<file path="config.mk">
export PLATFORM = sky130hd
export DESIGN_NAME = damage_cooldown
export DESIGN_NICKNAME = d
export VERILOG_FILES = /design/src/rtl/player_damage_checker_pkg.sv /design/src/rtl/player_damage_checker_damage_cooldown.sv
export SDC_FILE = /design/constraint.sdc
export NUM_CORES = 1
export LEC_CHECK = 0
export BUFFER_PORTS_ARGS = -buffer_cell sky130_fd_sc_hd__buf_4
export CORE_AREA = 2 2 39 41
export CTS_CLUSTER_DIAMETER = 150
export CTS_CLUSTER_SIZE = 16
export DETAILED_ROUTE_END_ITERATION = 7
export DIE_AREA = 0 0 41 43
export PLACE_DENSITY = 0.46
export SYNTH_ARGS = -nofsm -noshare
export SYNTH_HDL_FRONTEND = slang
export SYNTH_SLANG_ARGS = --single-unit
</file>
<file path="constraint.sdc">
create_clock -name clock -period 3.65 [get_ports clock]
set_input_delay 0.1825 -clock clock [delete_from_list [all_inputs] [get_ports clock]]
set_output_delay 0.1825 -clock clock [all_outputs]
set_load 0.03 [all_outputs]
</file>
<file path="src/rtl/player_damage_checker_pkg.sv">
// Shared definitions for the player damage checker.
// Contents: level grid geometry, grid cell codes, FSM state encoding, neighbour
// index encoding and an in-bounds helper for the five-cell scan.
package player_damage_checker_pkg;

    localparam int unsigned GRID_W   = 40;
    localparam int unsigned GRID_H   = 30;
    localparam int unsigned GRID_X_W = 6;
    localparam int unsigned GRID_Y_W = 5;

    localparam logic [GRID_X_W-1:0] GRID_X_MAX = GRID_X_W'(GRID_W - 1);
    localparam logic [GRID_Y_W-1:0] GRID_Y_MAX = GRID_Y_W'(GRID_H - 1);

    // Grid cell codes
    localparam logic [2:0] CELL_AIR    = 3'd0;
    localparam logic [2:0] CELL_WALL   = 3'd1;
    localparam logic [2:0] CELL_PLAYER = 3'd2;
    localparam logic [2:0] CELL_ENEMY  = 3'd4;

    // Scan order of the five cells around the player
    localparam logic [2:0] IDX_CENTRE = 3'd0;
    localparam logic [2:0] IDX_UP     = 3'd1;
    localparam logic [2:0] IDX_RIGHT  = 3'd2;
    localparam logic [2:0] IDX_DOWN   = 3'd3;
    localparam logic [2:0] IDX_LEFT   = 3'd4;

    typedef enum logic [2:0] {
        StWait  = 3'd0,
        StLatch = 3'd1,
        StAddr  = 3'd2,
        StRead  = 3'd3,
        StCheck = 3'd4,
        StApply = 3'd5,
        StDone  = 3'd6
    } state_e;

    // True when the neighbour selected by idx lies inside the grid (no wrap-around).
    function automatic logic cell_in_bounds(input logic [2:0]          idx,
                                            input logic [GRID_X_W-1:0] x,
                                            input logic [GRID_Y_W-1:0] y);
        logic ok;
        ok = 1'b1;
        case (idx)
            IDX_UP:    ok = (y != '0);
            IDX_RIGHT: ok = (x != GRID_X_MAX);
            IDX_DOWN:  ok = (y != GRID_Y_MAX);
            IDX_LEFT:  ok = (x != '0);
            default:   ok = 1'b1;
        endcase
        return ok;
    endfunction

endpackage

</file>
<file path="src/rtl/player_damage_checker_damage_cooldown.sv">
// Hit cooldown counter for the player damage checker.
// Ports:
//   clock   - system clock
//   reset   - synchronous active-high reset (counter cleared)
//   tick    - one pulse per completed scan (APPLY state)
//   hit_req - an enemy was found during this scan
//   ready   - cooldown expired; a hit may be applied on this tick
// The counter only moves on tick, so the cooldown is measured in game ticks.
module damage_cooldown
    import player_damage_checker_pkg::*;
#(
    parameter int unsigned COOLDOWN = 50
) (
    input  logic clock,
    input  logic reset,
    input  logic tick,
    input  logic hit_req,
    output logic ready
);

    localparam int unsigned CntW = (COOLDOWN > 0) ? $clog2(COOLDOWN + 1) : 1;
    localparam logic [CntW-1:0] CntLoad = CntW'(COOLDOWN);
    localparam logic [CntW-1:0] CntOne  = CntW'(1);

    logic [CntW-1:0] cnt_q, cnt_d;

    assign ready = (cnt_q == '0);

    always_comb begin
        cnt_d = cnt_q;
        if (tick) begin
            if (hit_req && ready) begin
                cnt_d = CntLoad;
            end else if (!ready) begin
                cnt_d = cnt_q - CntOne;
            end
        end
    end

    always_ff @(posedge clock) begin
        if (reset) begin
            cnt_q <= '0;
        end else begin
            cnt_q <= cnt_d;
        end
    end

endmodule

</file>
## Yosys cells after proc, flatten, opt, wreduce, memory -nomap -nowiden

Index checks and enable logic that the tools add are counted.

| word-level totals | value |
|---|---|
| input bits | 4 |
| word-level logic and storage cells | 8 |
| register bits after elaboration | 6 |
| output and inout bits | 1 |

| operators by class | value |
|---|---|
| reduce and logical (&&, ||, !) cells | 3 |
| add/sub/neg operators | 1 |
| multiplexer cells | 2 |
| eq/ne operators | 1 |

Operators with widths:

| cell | count |
|---|---|
| two-way mux 6 bit | 2 |
| zero test 6 bit | 1 |
| subtractor 6 x 1 -> 6 bit (second input constant) | 1 |
| inequality test 2 x 1 -> 1 bit (second input constant) | 1 |
| AND reduction 2 bit | 1 |
| logical AND 1 bit | 1 |

## Depth between registers and ports, before layout

Gate-level depths: netlist of the first run.

| logic depth | value |
|---|---|
| depth after elaboration | 4 |
| mapped depth | 5 |
| mapped depth without buffers | 5 |

## Worst setup path before layout of the first run

Ideal clock, no wire load.

| timing | value |
|---|---|
| path type | reg-to-reg |
| start | reg cnt_q[0] |
| end | reg cnt_q[1] |
| arrival time | 1531 ps |
| stages on the path, launching flop included | 6 |
| slack | 1999 ps |
| clock period less this slack | 1651 ps |
| setup time | 121 ps |
| path buffers | 0 |
| cell sequence | dfxtp_1 > inv_1 > ha_1 > or3b_2 > o21ai_1 > mux2_2 |

| between the ends | value |
|---|---|
| cells in the longest elaborated chain, start to end | 4 |

Ends and longest elaborated chain:

| element | RTL line | text |
|---|---|---|
| start: declaration | player_damage_checker_damage_cooldown.sv:25 | `logic [CntW-1:0] cnt_q, cnt_d;` |
| start signal: assignment | player_damage_checker_damage_cooldown.sv:44 | `cnt_q <= cnt_d;` |
| branches (longest 4 deep; another with subtractor 6 x 1 -> 6 bit) | - |  |

Parallel ways; which one is timed is not known. The select of a mux whose other input is x is not followed.
A chain may end at the register's enable or synchronous reset.

## Worst setup path after layout of the first run

Ends and elaborated chain as after synthesis.

==> results of run 1 <==
[power breakdown]
group	switching (uW)	internal, uW
clock network	27.0	37.4
registers	33.9	96.5
logic	126	112
total	186	246
[synthesized netlist by cell type, types with 2 or more instances]
| cell | number |
|---|---|
| ha_1 | 2 |
| nor3_1 | 2 |
| and2_1 | 2 |
| a211o_1 | 2 |
| nand2_1 | 3 |
| a21oi_1 | 2 |
| nor2_1 | 4 |
| dfxtp_1 | 6 |
| or3_1 | 2 |
| inv_1 | 3 |
[layout by cell type, fill, tap and decap left out, types with 2 or more instances in the layout]
cell,n
nand2_1,3
a211o_1,2
clkbuf_4,3
buf_4,4
inv_1,3
nor3_1,2
or3_1,2
dfxtp_1,6
a21oi_1,2
nor2_1,4
ha_1,2
and2_1,2
[logic make-up (layout without fill, tap and decap cells)]
logic type,count (synthesis),in the layout,share of synthesized area [%]
buf+inv,3,10,3.169
fa+ha+maj,2,2,7.041
mux,1,1,3.169
flops,6,6,33.80
compound gates,12,12,25.36
simple gates,17,17,27.46
[layer usage]
layer / global-route usage (%) / part of all wire [%] / vias up
met5: 0 / 0 / -
met4: 12.00 / 5.4 / 0
met2: 11.56 / 43 / 5
li1: - / - / 165
met1: 12.26 / 46 / 151
met3: 3.141 / 5.2 / 5
[cell type report]
class,instances,area [sq um]
clock buffer,3,22.52
fill,152,955.9
inverter,3,11.26
multi-input combinational,32,224.0
sequential,6,120.1
tap,16,20.02
timing repair buffer,4,30.03
[worst max path at each step]
| stage | start | to | slack, ns | depth (start not counted) |
|---|---|---|---|---|
| final | cnt_q[0] | cnt_q[1] | 1.86 | 5 |
| after detailed placement | cnt_q[0] | cnt_q[1] | 1.86 | 5 |
| after global routing | cnt_q[0] | cnt_q[1] | 1.74 | 5 |
| after global placement | cnt_q[0] | cnt_q[1] | 1.85 | 5 |
| after floorplan | cnt_q[0] | cnt_q[1] | 2.00 | 5 |
| after CTS | cnt_q[0] | cnt_q[1] | 1.85 | 5 |
[metrics by stage]
| stage | setup slack (ns) | cells | hold slack, ns |
|---|---|---|---|
| final | 1.856 | 64 | 0.1479 |
| after global routing | 1.743 | 64 | 0.1569 |
| after CTS | 1.848 | 64 | 0.1529 |
| after detailed placement | 1.859 | 61 | 0.4141 |
| after global placement | 1.849 | 61 | 0.4145 |
| after floorplan | 1.999 | 41 | 0.2449 |
[critical path, cell delays in order (launching register included)]
cell and delay (ns):
dfxtp_1 0.33, inv_1 0.10, ha_1 0.21, or3b_2 0.48, o21ai_1 0.21, mux2_2 0.35
==> summary.txt, run 1 <==
Logic synthesis
  – Synthesized area per cell: 8.667 sq um
  – Async S/R FF share, synth: 0%
  – Synth top area share: approximately 34%
  – Seq cells post-synth: 6
  – Post-synth EDFFs: 0
  – Leading area contributor after synthesis: dfxtp_1
  – Synth Instances: 41
  – Ys flop type: dfxtp_1
  – Register area share after synthesis: between 30 and 40%
  – Distinct cells, synth: 23
  – YS warnings: 0
  – Cell area after synthesis: between 300 and 400 sq um
  – Net Count, Synth: between 40 and 50
  – Largest cells by area after synthesis: dfxtp_1 (34%), ha_1 (7.0%), a211o_1 (4.9%), nor2_1 (4.2%), or4b_4 (3.9%)

Drt
  – Total wire length: between 600 and 700 um
  – Remaining antenna violation count: 0
  – Via/cell ratio: slightly above 5
  – Drt pass-1 iters: 2
  – Starting DRT DRC Count: 1
  – DRC errors left: 0
  – DR vias: around 330
  – Wire per inst: approximately 11 um

Final layout
  – P&R area growth vs syn: 20.42%
  – Largest Register: cnt_q
  – N_diodes: 0
  – Layout cell share with drive strength beyond 1: a little under a quarter
  – Design area: 427.9 sq um
  – Core Util, Final: 30.92%
  – Top Registers: cnt_q: 6 flops
  – Max reg flops: 6
  – Nets@finish: 56

Floorplanning
  – Die X: between 40 and 50 um
  – Die span in y: roughly 43 um
  – Die ar.: ~1800 sq um
  – I/O pins: 5
  – Initial Util: between 20% and 30%
  – Core box area: about 1400 sq um
  – Core Rows: 14

Outcome
  – Status: completed

Timing
  – Final setup fails: 0
  – Count of pins over their slew limit: 0
  – Tcrit/Tclk final: 49.16%
  – Max Fclk: around 560 MHz
  – Least-Margin Pin Slew: 0.3661 ns
  – Endpoints failing hold: 0
  – RSZ-0062 raised after global routing: false
  – Worst slew margin: between 70% and 80%
  – Clock Skew: 0.003501 ns
  – Sum Neg Setup Slack: 0 ns
  – Minimum clock period: around 1.8 ns

Critical path
  – Critical R2R Capture: cnt_q[1]
  – Crit path max fanout: 5
  – Register-to-Register Path Depth: 5
  – Reg2reg setup slack: 1.86 ns
  – Crit path DAT: around 1.9 ns
  – WP data required: 3.79 ns
  – CP startpoint kind: register
  – Setup CP Type: reg -> reg
  – Worst r2r src: cnt_q[0]
  – Worst setup EP type: register

Flow run
  – Max Cap Viol: 0

Global routing
  – Overall routing resource usage: between 9 and 10%
  – Initial antenna violation count: 0
  – Largest net degree at the start of global routing: 9
  – Vias in the first global route: roughly 260
  – First-pass GRT wire length: 1.090 mm
  – GRT overflow: 0

Min path
  – Hold Crit Start: reset
  – Hold Crit Class: in -> reg
  – Worst hold path depth: 2
  – Hold path endpoint: cnt_q[3]

Power and ir drop
  – PD cells: 1011 nW/um^2
  – Peak supply drop: approximately 0.28 mV
  – Total Power: approximately 430 uW
  – Leakage power: around 0.00018 uW

CTS
  – Max clock buf depth: 2
  – Clock-pin slew on the worst setup and hold paths: roughly 0.05 ns
  – Post-CTS Setup Inserts: 0
  – CTS tree: yes
  – Post-CTS Hold Buffers: 0
  – Clk sinks: 6
  – Post-CTS resize count: 0
  – Clk root buf: clkbuf_4
  – Worst-Skew Late Latency: ~0.26 ns
  – H-tree depth: 1
  – Clock buffer count from CTS: 3

Place
  – Routability congestion estimate from global placement: 0.7186
  – Post-DP HPWL: about 510 um
  – PortBufs: 4
  – Dpl cell area: roughly 400 sq um
(Power assumes the default switching activity.)
==> inputs of run 2 (changes only) <==
clock period = 1.7 ns   (was 3.65 ns; I/O delays follow)
==> run 2 against run 1 <==
Against the previous run:
- critical path depth up 1
- first-iteration DRC count increased to 6.0 times the previous value
- worst setup slack got worse by 1.7 ns
- largest power group unchanged
==> summary.txt, run 2 (synthesis results as in run 1) <==
CTS
  – Worst-Skew Late Latency: 0.24 ns (-0.02 ns)
  – CTS tree: yes
  – Clk root buf: clkbuf_4
  – Post-CTS Setup Inserts: 0 (unchanged)
  – H-tree depth: 1 (unchanged)
  – Clk sinks: 6 (unchanged)
  – Clock-pin slew on the worst setup and hold paths: 0.05 ns (about the same)
  – Clock buffer count from CTS: 3 (unchanged)
  – Max clock buf depth: 2 (unchanged)

Drt
  – Remaining antenna violation count: 0 (unchanged)
  – Starting DRT DRC Count: 6 (+5)
  – DR vias: 341 (+4.6%)
  – Via/cell ratio: 4.803 (-5.7%)
  – DRC errors left: 0 (unchanged)
  – Total wire length: 742 um (+10%)
  – Drt pass-1 iters: 4 (+2)
  – Wire per inst: 10.45 um (-0.47%)

Final layout
  – Max reg flops: 6 (unchanged)
  – P&R area growth vs syn: 37.68%
  – Filler Cells Inserted: 145 (-4.6%)
  – Largest Register: cnt_q
  – Most common cell after layout, fill and taps aside: buf_4
  – Layout cell share with drive strength beyond 1: 36.36% (+13 points)
  – Nets@finish: 63 (+13%)
  – Design area: 489.2 sq um (+14%)
  – Fin cells: 71 (+11%)
  – Top Registers: cnt_q: 6 flops
  – Most frequent cells in the layout: buf_4 (11), dfxtp_1 (6), nor2_1 (4)
  – N_diodes: 0 (unchanged)

Timing
  – Tcrit/Tclk final: ~92%
  – Worst setup margin: 0.1386 ns (-1.717 ns)
  – Clock Skew: 0.001280 ns (-0.002221 ns)
  – Least-Margin Pin Slew: 0.4159 ns (+0.04978 ns)
  – Final setup fails: 0 (unchanged)
  – RSZ-0062 raised after global routing: false
  – Sum Neg Setup Slack: 0 ns (unchanged)
  – Count of pins over their slew limit: 0 (unchanged)
  – Endpoints failing hold: 0 (unchanged)
  – Max Fclk: 640.5 MHz
  – Worst slew margin: 72.22% (-3.3 points)
  – Minimum clock period: between 1.5 and 2 ns

Floorplanning
  – Core Rows: 14 (unchanged)
  – I/O pins: 5 (unchanged)
  – Core box area: 1384 sq um (unchanged)
  – Die X: 41 um (unchanged)
  – Initial Util: 25.68% (unchanged)
  – Die span in y: 43 um (unchanged)
  – Die ar.: 1763 sq um (unchanged)

Critical path
  – Critical path cell sequence: inv_1 > ha_1 > buf_4 > nor2b_2 > and2_1 > buf_4
  – Slowest stage delay, CP: 0.30 ns (-0.18 ns)
  – Crit path DAT: 1.48 ns (-0.46 ns)
  – WP data required: 1.62 ns (-2.17 ns)
  – Top delay family on crit path: simple AND/OR/NAND/NOR gates
  – Setup CP Type: reg -> out
  – Worst setup EP type: output port
  – CP startpoint kind: register
  – Reg2reg setup slack: 0.15 ns (-1.71 ns)
  – Critical R2R Capture: cnt_q[1]
  – CP max-delay cell: dfxtp_1
  – Critical path origin: cnt_q[0]
  – Worst r2r src: cnt_q[0]
  – Register-to-Register Path Depth: 5 (unchanged)
  – Levels on crit path: 6 (+1)
  – CP most frequent cell: buf_4
  – WP buf/inv: 3 (+2)
  – Crit path max fanout: 4 (-1)

Global routing
  – First-pass GRT wire length: 1.276 mm (+17%)
  – GRT overflow: 0 (unchanged)
  – Overall routing resource usage: 11.28% (+1.3 points)
  – Vias in the first global route: 316 (+20%)
  – Largest net degree at the start of global routing: 9 (unchanged)
  – Initial antenna violation count: 0 (unchanged)

Place
  – Dpl ws: 0.03411 ns (-1.824 ns)
  – Post-DP HPWL: 586.3 um (+15%)
  – Dpl cell area: 457.9 sq um (+13%)
  – PortBufs: 4 (unchanged)
  – Placed cells: 68 (+11%)
  – Routability congestion estimate from global placement: 0.7414 (+3.2%)

Flow run
  – Max Cap Viol: 0 (unchanged)

Power and ir drop
  – Total Power: 1069 uW (+150%)
  – PD cells: 2185 nW/um^2 (+120%)
  – Peak supply drop: 0.7521 mV (+170%)
  – Leakage power: 0.0002132 uW (+21%)

Min path
  – Hold Crit Start: reset
  – Worst hold path depth: 2 (unchanged)
  – Hold Crit Class: in -> reg
  – Hold path endpoint: cnt_q[3]

Outcome
  – Status: completed
[run 2: changes by cell type in the layout (fill, tap and decap cells not counted)]
cell / delta
buf_4: +7
nor2b_1: -1
nor2b_2: +1
o21ai_1: -1
o21ai_2: +1
or3b_2: -1
or3b_4: +1
[run 2: through the flow]
stage	hold WS, ns	utilization [%]
6_report	0.06107	35.35
3_3_place_gp	0.3147	33.09
2_1_floorplan	0.1474	-
5_1_grt	0.05561	35.35
4_1_cts	0.05184	34.72
3_5_place_dp	0.3143	33.09
[run 2: cell type report]
class / count / area, sq um / area share (%)
clock buffers: 3 / 22.52 / 4.604
inverters: 3 / 11.26 / 2.302
multi-input cells: 32 / 232.7 / 47.57
flip-flops and latches: 6 / 120.1 / 24.55
well taps: 16 / 20.02 / 4.092
repair buffers: 11 / 82.58 / 16.88
[run 2: how the worst max path moves through the flow]
stage,to
floorplan,cnt_q[1]
finish,ready
global placement,cnt_q[1]
CTS,cnt_q[1]
detailed placement,cnt_q[1]
global route,ready
[run 2: report_power, final]
| part | internal [uW] | switching, uW | leakage (uW) |
|---|---|---|---|
| Sequential | 207 | 61.3 | 0.0000494 |
| Clock | 79.9 | 51.3 | 0.0000138 |
| Combinational | 348 | 321 | 0.000150 |
| Total | 635 | 434 | 0.000213 |
[run 2: layer usage]
metal / GRT usage [%] / up-vias / wire [um]
met4: 8.000 / 0 / 6
li1: - / 183 / -
met1: 13.64 / 150 / 345
met3: 4.712 / 2 / 33
met2: 15.31 / 6 / 357
met5: 0 / - / 0
[run 2: timing repair]
action / in CTS / in global routing
hold buffers: 0 / 0
endpoints found under the setup margin: 0 / 2
resized for setup: 0 / 3
hold endpoints to repair: 0 / 0
